## config.mk

```make
export PLATFORM = sky130hd
export DESIGN_NAME = rib_arbiter
export DESIGN_NICKNAME = d
export VERILOG_FILES = /design/src/rtl/rib_arbiter.sv
export SDC_FILE = /design/constraint.sdc
export NUM_CORES = 1
export LEC_CHECK = 0
export ABC_AREA = 0
export BUFFER_PORTS_ARGS = -buffer_cell sky130_fd_sc_hd__clkbuf_2
export CAP_MARGIN = 10
export CORE_AREA = 4 4 41 43
export CTS_CLUSTER_SIZE = 14
export DETAILED_ROUTE_END_ITERATION = 12
export DIE_AREA = 0 0 45 47
export GPL_TIMING_DRIVEN = 0
export PLACE_DENSITY_LB_ADDON = 0.3
export SLEW_MARGIN = 10
export SYNTH_ARGS = -nofsm -noshare
export SYNTH_HDL_FRONTEND = slang
export SYNTH_SLANG_ARGS = --single-unit
```

## constraint.sdc

```tcl
create_clock -name clk -period 2.5 [get_ports clk]
set_clock_uncertainty 0.15 [all_clocks]
set_input_delay 0.25 -clock clk [delete_from_list [all_inputs] [get_ports clk]]
set_output_delay 0.25 -clock clk [all_outputs]
set_load 0.1 [all_outputs]
```

## src/rtl/rib_arbiter.sv

```systemverilog
// rtl/rib_arbiter.sv - RIB bus arbiter: master 3 priority, round-robin 0/1/2, slow-slave lock
// Optional LOCK timeout is enabled by defining RIB_ARB_TIMEOUT_EN.
module rib_arbiter #(
  parameter logic [3:0] SLOW_SLAVE     = 4'h7,
  parameter logic [7:0] TIMEOUT_CYCLES = 8'd255
) (
  input  logic       clk,
  input  logic       rst,
  input  logic [3:0] req_i,
  input  logic [3:0] slv_sel_i,
  input  logic       s7_data_valid_i,
  output logic [1:0] grant_o,
  output logic       grant_valid_o,
  output logic       hold_flag_o,
  output logic       timeout_o
);

  typedef enum logic [1:0] {IDLE, BUSY, LOCK} state_t;

  state_t     state, state_nxt;
  logic [1:0] last_rr, last_rr_nxt;
  logic [1:0] grant_nxt;
  logic [1:0] winner;
  logic       grant_valid_nxt;
  logic       timeout_nxt;
  logic       complete;
  logic       any_req;
  logic       req_granted;
  logic       lock_expired;

  assign any_req     = |req_i;
  assign req_granted = req_i[grant_o];
  assign hold_flag_o = (state == LOCK) | req_i[0] | req_i[2] | req_i[3];

  // Search order among 0/1/2 starts just after the last round-robin winner.
  always_comb begin
    winner = 2'd3;
    if (!req_i[3]) begin
      case (last_rr)
        2'd0:    winner = req_i[1] ? 2'd1 : (req_i[2] ? 2'd2 : 2'd0);
        2'd1:    winner = req_i[2] ? 2'd2 : (req_i[0] ? 2'd0 : 2'd1);
        default: winner = req_i[0] ? 2'd0 : (req_i[1] ? 2'd1 : 2'd2);
      endcase
    end
  end

`ifdef RIB_ARB_TIMEOUT_EN
  logic [7:0] lock_cnt;

  assign lock_expired = (lock_cnt == TIMEOUT_CYCLES - 8'd1);

  always_ff @(posedge clk or posedge rst) begin
    if (rst)
      lock_cnt <= 8'd0;
    else if (state != LOCK)
      lock_cnt <= 8'd0;
    else
      lock_cnt <= lock_cnt + 8'd1;
  end
`else
  // No timeout: LOCK is left only by valid data or a request drop.
  assign lock_expired = 1'b0 & (TIMEOUT_CYCLES == 8'd0);
`endif

  always_comb begin
    state_nxt       = state;
    grant_nxt       = grant_o;
    grant_valid_nxt = grant_valid_o;
    last_rr_nxt     = last_rr;
    timeout_nxt     = 1'b0;
    complete        = 1'b0;
    case (state)
      IDLE: complete = 1'b1;
      BUSY: begin
        if ((slv_sel_i == SLOW_SLAVE) && req_granted)
          state_nxt = LOCK;
        else
          complete = 1'b1;
      end
      LOCK: begin
        if (s7_data_valid_i || !req_granted) begin
          complete = 1'b1;
        end else if (lock_expired) begin
          complete    = 1'b1;
          timeout_nxt = 1'b1;
        end
      end
      default: state_nxt = IDLE;
    endcase
    if (complete) begin
      if (any_req) begin
        grant_nxt       = winner;
        grant_valid_nxt = 1'b1;
        state_nxt       = BUSY;
        if (!req_i[3])
          last_rr_nxt = winner;
      end else begin
        grant_valid_nxt = 1'b0;
        state_nxt       = IDLE;
      end
    end
  end

  always_ff @(posedge clk or posedge rst) begin
    if (rst) begin
      state         <= IDLE;
      grant_o       <= 2'b00;
      grant_valid_o <= 1'b0;
      last_rr       <= 2'd2;
      timeout_o     <= 1'b0;
    end else begin
      state         <= state_nxt;
      grant_o       <= grant_nxt;
      grant_valid_o <= grant_valid_nxt;
      last_rr       <= last_rr_nxt;
      timeout_o     <= timeout_nxt;
    end
  end

endmodule

```

==> metrics.md <==
| Metric | Value |
|---|---|
| Setup TNS | 0 ns |
| Area share of the largest cell type after synthesis | 31.3% |
| TritonCTS Buffers | 3 |
| Xor/xnor share of the synthesized area | 0% |
| Combinational share of power | 41.1% |
| Hold Buf Count CTS | 1 |
| Hold Crit Class | input port to register |
| Gr ovfl total | 0 |
| Worst setup margin | 0.522 ns |
| Least-Margin Pin Slew | 0.643 ns |
| Htree depth | 1 |
| Die ar. | 2120 um^2 |
| First-pass GRT wire length | 1580 um |
| Commonest cells post-synth | 6 x dfrtp_1, 4 x inv_1 |
| Crit path max fanout | 4 |
| Count of final setup violators | 0 |
| Final period util | 79.1% |
| CTS root buf | clkbuf_4 |
| Rows | 13 |
| Share of cells above drive strength 1 | 45.3% |
| Total number of vias | 411 |
| Initial Util | 36.9% |
| Clock Tree Buf Depth | 2 |
| Dominant cell type by area after synthesis | dfrtp_1 |
| Post-synth EDFFs | 0 |
| Largest net degree at the start of global routing | 8 |
| Main area contributors after synthesis | dfrtp_1 31%, mux2i_2 5.7%, dfstp_2 5.5% |
| Die H | 47 um |
| 1st-pass router iterations | 4 |
| Mapped cell area | 480 um^2 |
| Synth Area in Adders | 0% |
| Lkg Pwr | 0.291 nW |
| Critical path arrival | 1.96 ns |
| Drt drc | 0 |
| Count leader, synth | dfrtp_1 |
| Status | finished, final reports clean |
| Mapped Nets | 56 |
| Combinational family with the most area after synthesis | compound AO/OA/AOI/OAI gates |
| Port Buf Inserts | 14 |
| Die Span X | 45 um |
| Synthesized flop and latch total | 7 |
| Simple-Gate Fraction of Synth Area | 17.7% |
| ANT nets after route | 0 |
| Highest clock rate | 0.505 GHz |
| Vias in the first global route | 354 |
| Hold slack final | 0.217 ns |
| Syn avg cell area | 10.7 um^2 |
| Core Area | 1300 um^2 |
| VDD IR-drop max | 335 uV |
| Drt initial violations | 6 |
| CP Launch Type | register |
| GRT Total Usage | 10.8% |
| Sequential area share after synthesis | 36.7% |
| Setup bufs post-CTS | 0 |
| Max Slew Vio Count | 0 |
| Post-synthesis cell type count | 32 |
| Worst R2R Path Depth | 4 |
| Cts repair resizes | 0 |
| Yosys warning total | 0 |
| Nets | 76 |
| Fraction of the mapped netlist area in compound gates | 24.0% |
| Fin util | 46.5% |
| Power density cells | 731 nW/um^2 |
| Antenna diodes | 0 |
| Mux contribution to synthesized area | 15.4% |
| Placed inst area | 569 um^2 |
| Critical Path Sink Type | register |
| GPL Wtd Cong | 0.713 |
| Critical Path RT | 2.48 ns |
| Pint | 0.000258 W |
| DR WL/cell | 12.8 um |
| Synthesis-to-layout area growth | 26.0% |
| Fillers | 136 |
| Fin area | 606 um^2 |
| TritonCTS clock tree | built |
| Placement Setup Slack | 0.518 ns |
| Post-DP HPWL | 829 um |
| Crit path kind | register to register |
| Asr flop ratio synth | 100% |
| Clock network power share | 23.4% |
| Cells after synthesis | 45 |
| Seq pwr share | 35.6% |
| Ys flop type | dfrtp_1 |
| Max-slew headroom | 56.8% |
| Fin crit period | 1.98 ns |
| Detailed-route wire length | 1020 um |
| Worst hold stages | 3 |
| Ports | 16 |
| Vias per Instance | 5.20 |
| Clk_lat worst skew | 0.25 ns |
| Clock tree sinks | 7 |
| NetSw | 0.000185 W |
| RSZ-0062 raised after global routing | no |
| Max-cap violation count | 0 |
| Final hold vios | 0 |
| Initial antenna violation count | 0 |
| Worst-path clk slew | 0.05 ns |
| Switch share | 41.8% |
[per-stage QoR]
step	std cells	total power, W
2_1_floorplan	45	0.000303
3_3_place_gp	74	0.000338
3_5_place_dp	74	0.000341
4_1_cts	79	0.000449
5_1_grt	79	0.000467
6_report	79	0.000443
[worst max-delay path: stages, from the launching register on]
cell,delay (ns)
dfrtp_1,0.45
mux2i_2,0.35
o221ai_2,0.20
a311oi_2,0.36
mux2_1,0.35
[final cells by class]
cell class                      instances  area, um^2  area share (%)
Multi-Input combinational cell         32         278            45.9
Tap cell                               15        18.8            3.10
Timing Repair Buffer                   15        80.1            13.2
Inverter                                5        18.8            3.10
Sequential cell                         7         176            29.1
Clock buffer                            4        26.3            4.34
Buffer                                  1        7.51            1.24
[cell usage in the layout (no fill, tap or decap), types with 2 or more instances in the layout]
master    instances
inv_1             4
nor2_1            2
clkbuf_2         14
clkbuf_4          3
mux2i_2           2
mux2i_1           2
nand2_1           2
nor2b_1           2
dfrtp_1           6
[layer usage]
| layer | wire length (um) | vias up | global-route usage (%) | share of wire, % |
|---|---|---|---|---|
| met3 | 44 | 2 | 2.30 | 4.3 |
| met4 | 18 | 0 | 8.77 | 1.8 |
| met5 | 0 | - | 0 | 0 |
| li1 | - | 205 | - | - |
| met1 | 430 | 193 | 13.4 | 42 |
| met2 | 521 | 11 | 16.1 | 51 |
[cells by family after synthesis]
logic type,Yosys count
flip-flops,7
other,1
buffers and inverters,6
multiplexers,6
AND/OR/NAND/NOR,14
AO/OA/AOI/OAI,11
[path summary, 6_finish.rpt]
path / start / end / slack (ns)
setup / recovery: grant_o[0] / last_rr[0] / 0.52
hold / removal: req_i[3] / last_rr[1] / 0.22
setup reg to reg: grant_o[0] / last_rr[0] / 0.52
hold reg to reg: last_rr[0] / last_rr[0] / 0.35
max in group asynchronous: rst / last_rr[1] / 1.63
min in group asynchronous: rst / state[1] / 0.30
[flip-flops by register name (all words and copies together) (netlist names)]
signal and flops:
grant_valid_o 1, last_rr 2, grant_o 2, state 2
[power by group through the flow]
| stage | sequential, W | combinational [W] | clock, W |
|---|---|---|---|
| final | 0.000157 | 0.000182 | 0.000103 |
| after global routing | 0.000161 | 0.000191 | 0.000115 |
| after CTS | 0.000158 | 0.000184 | 0.000107 |
| after detailed placement | 0.000160 | 0.000182 | 0 |
| after global placement | 0.000158 | 0.000179 | 0 |
| after floorplan | 0.000207 | 0.0000960 | 0 |
No activity file was read; power rests on OpenSTA's default activity.
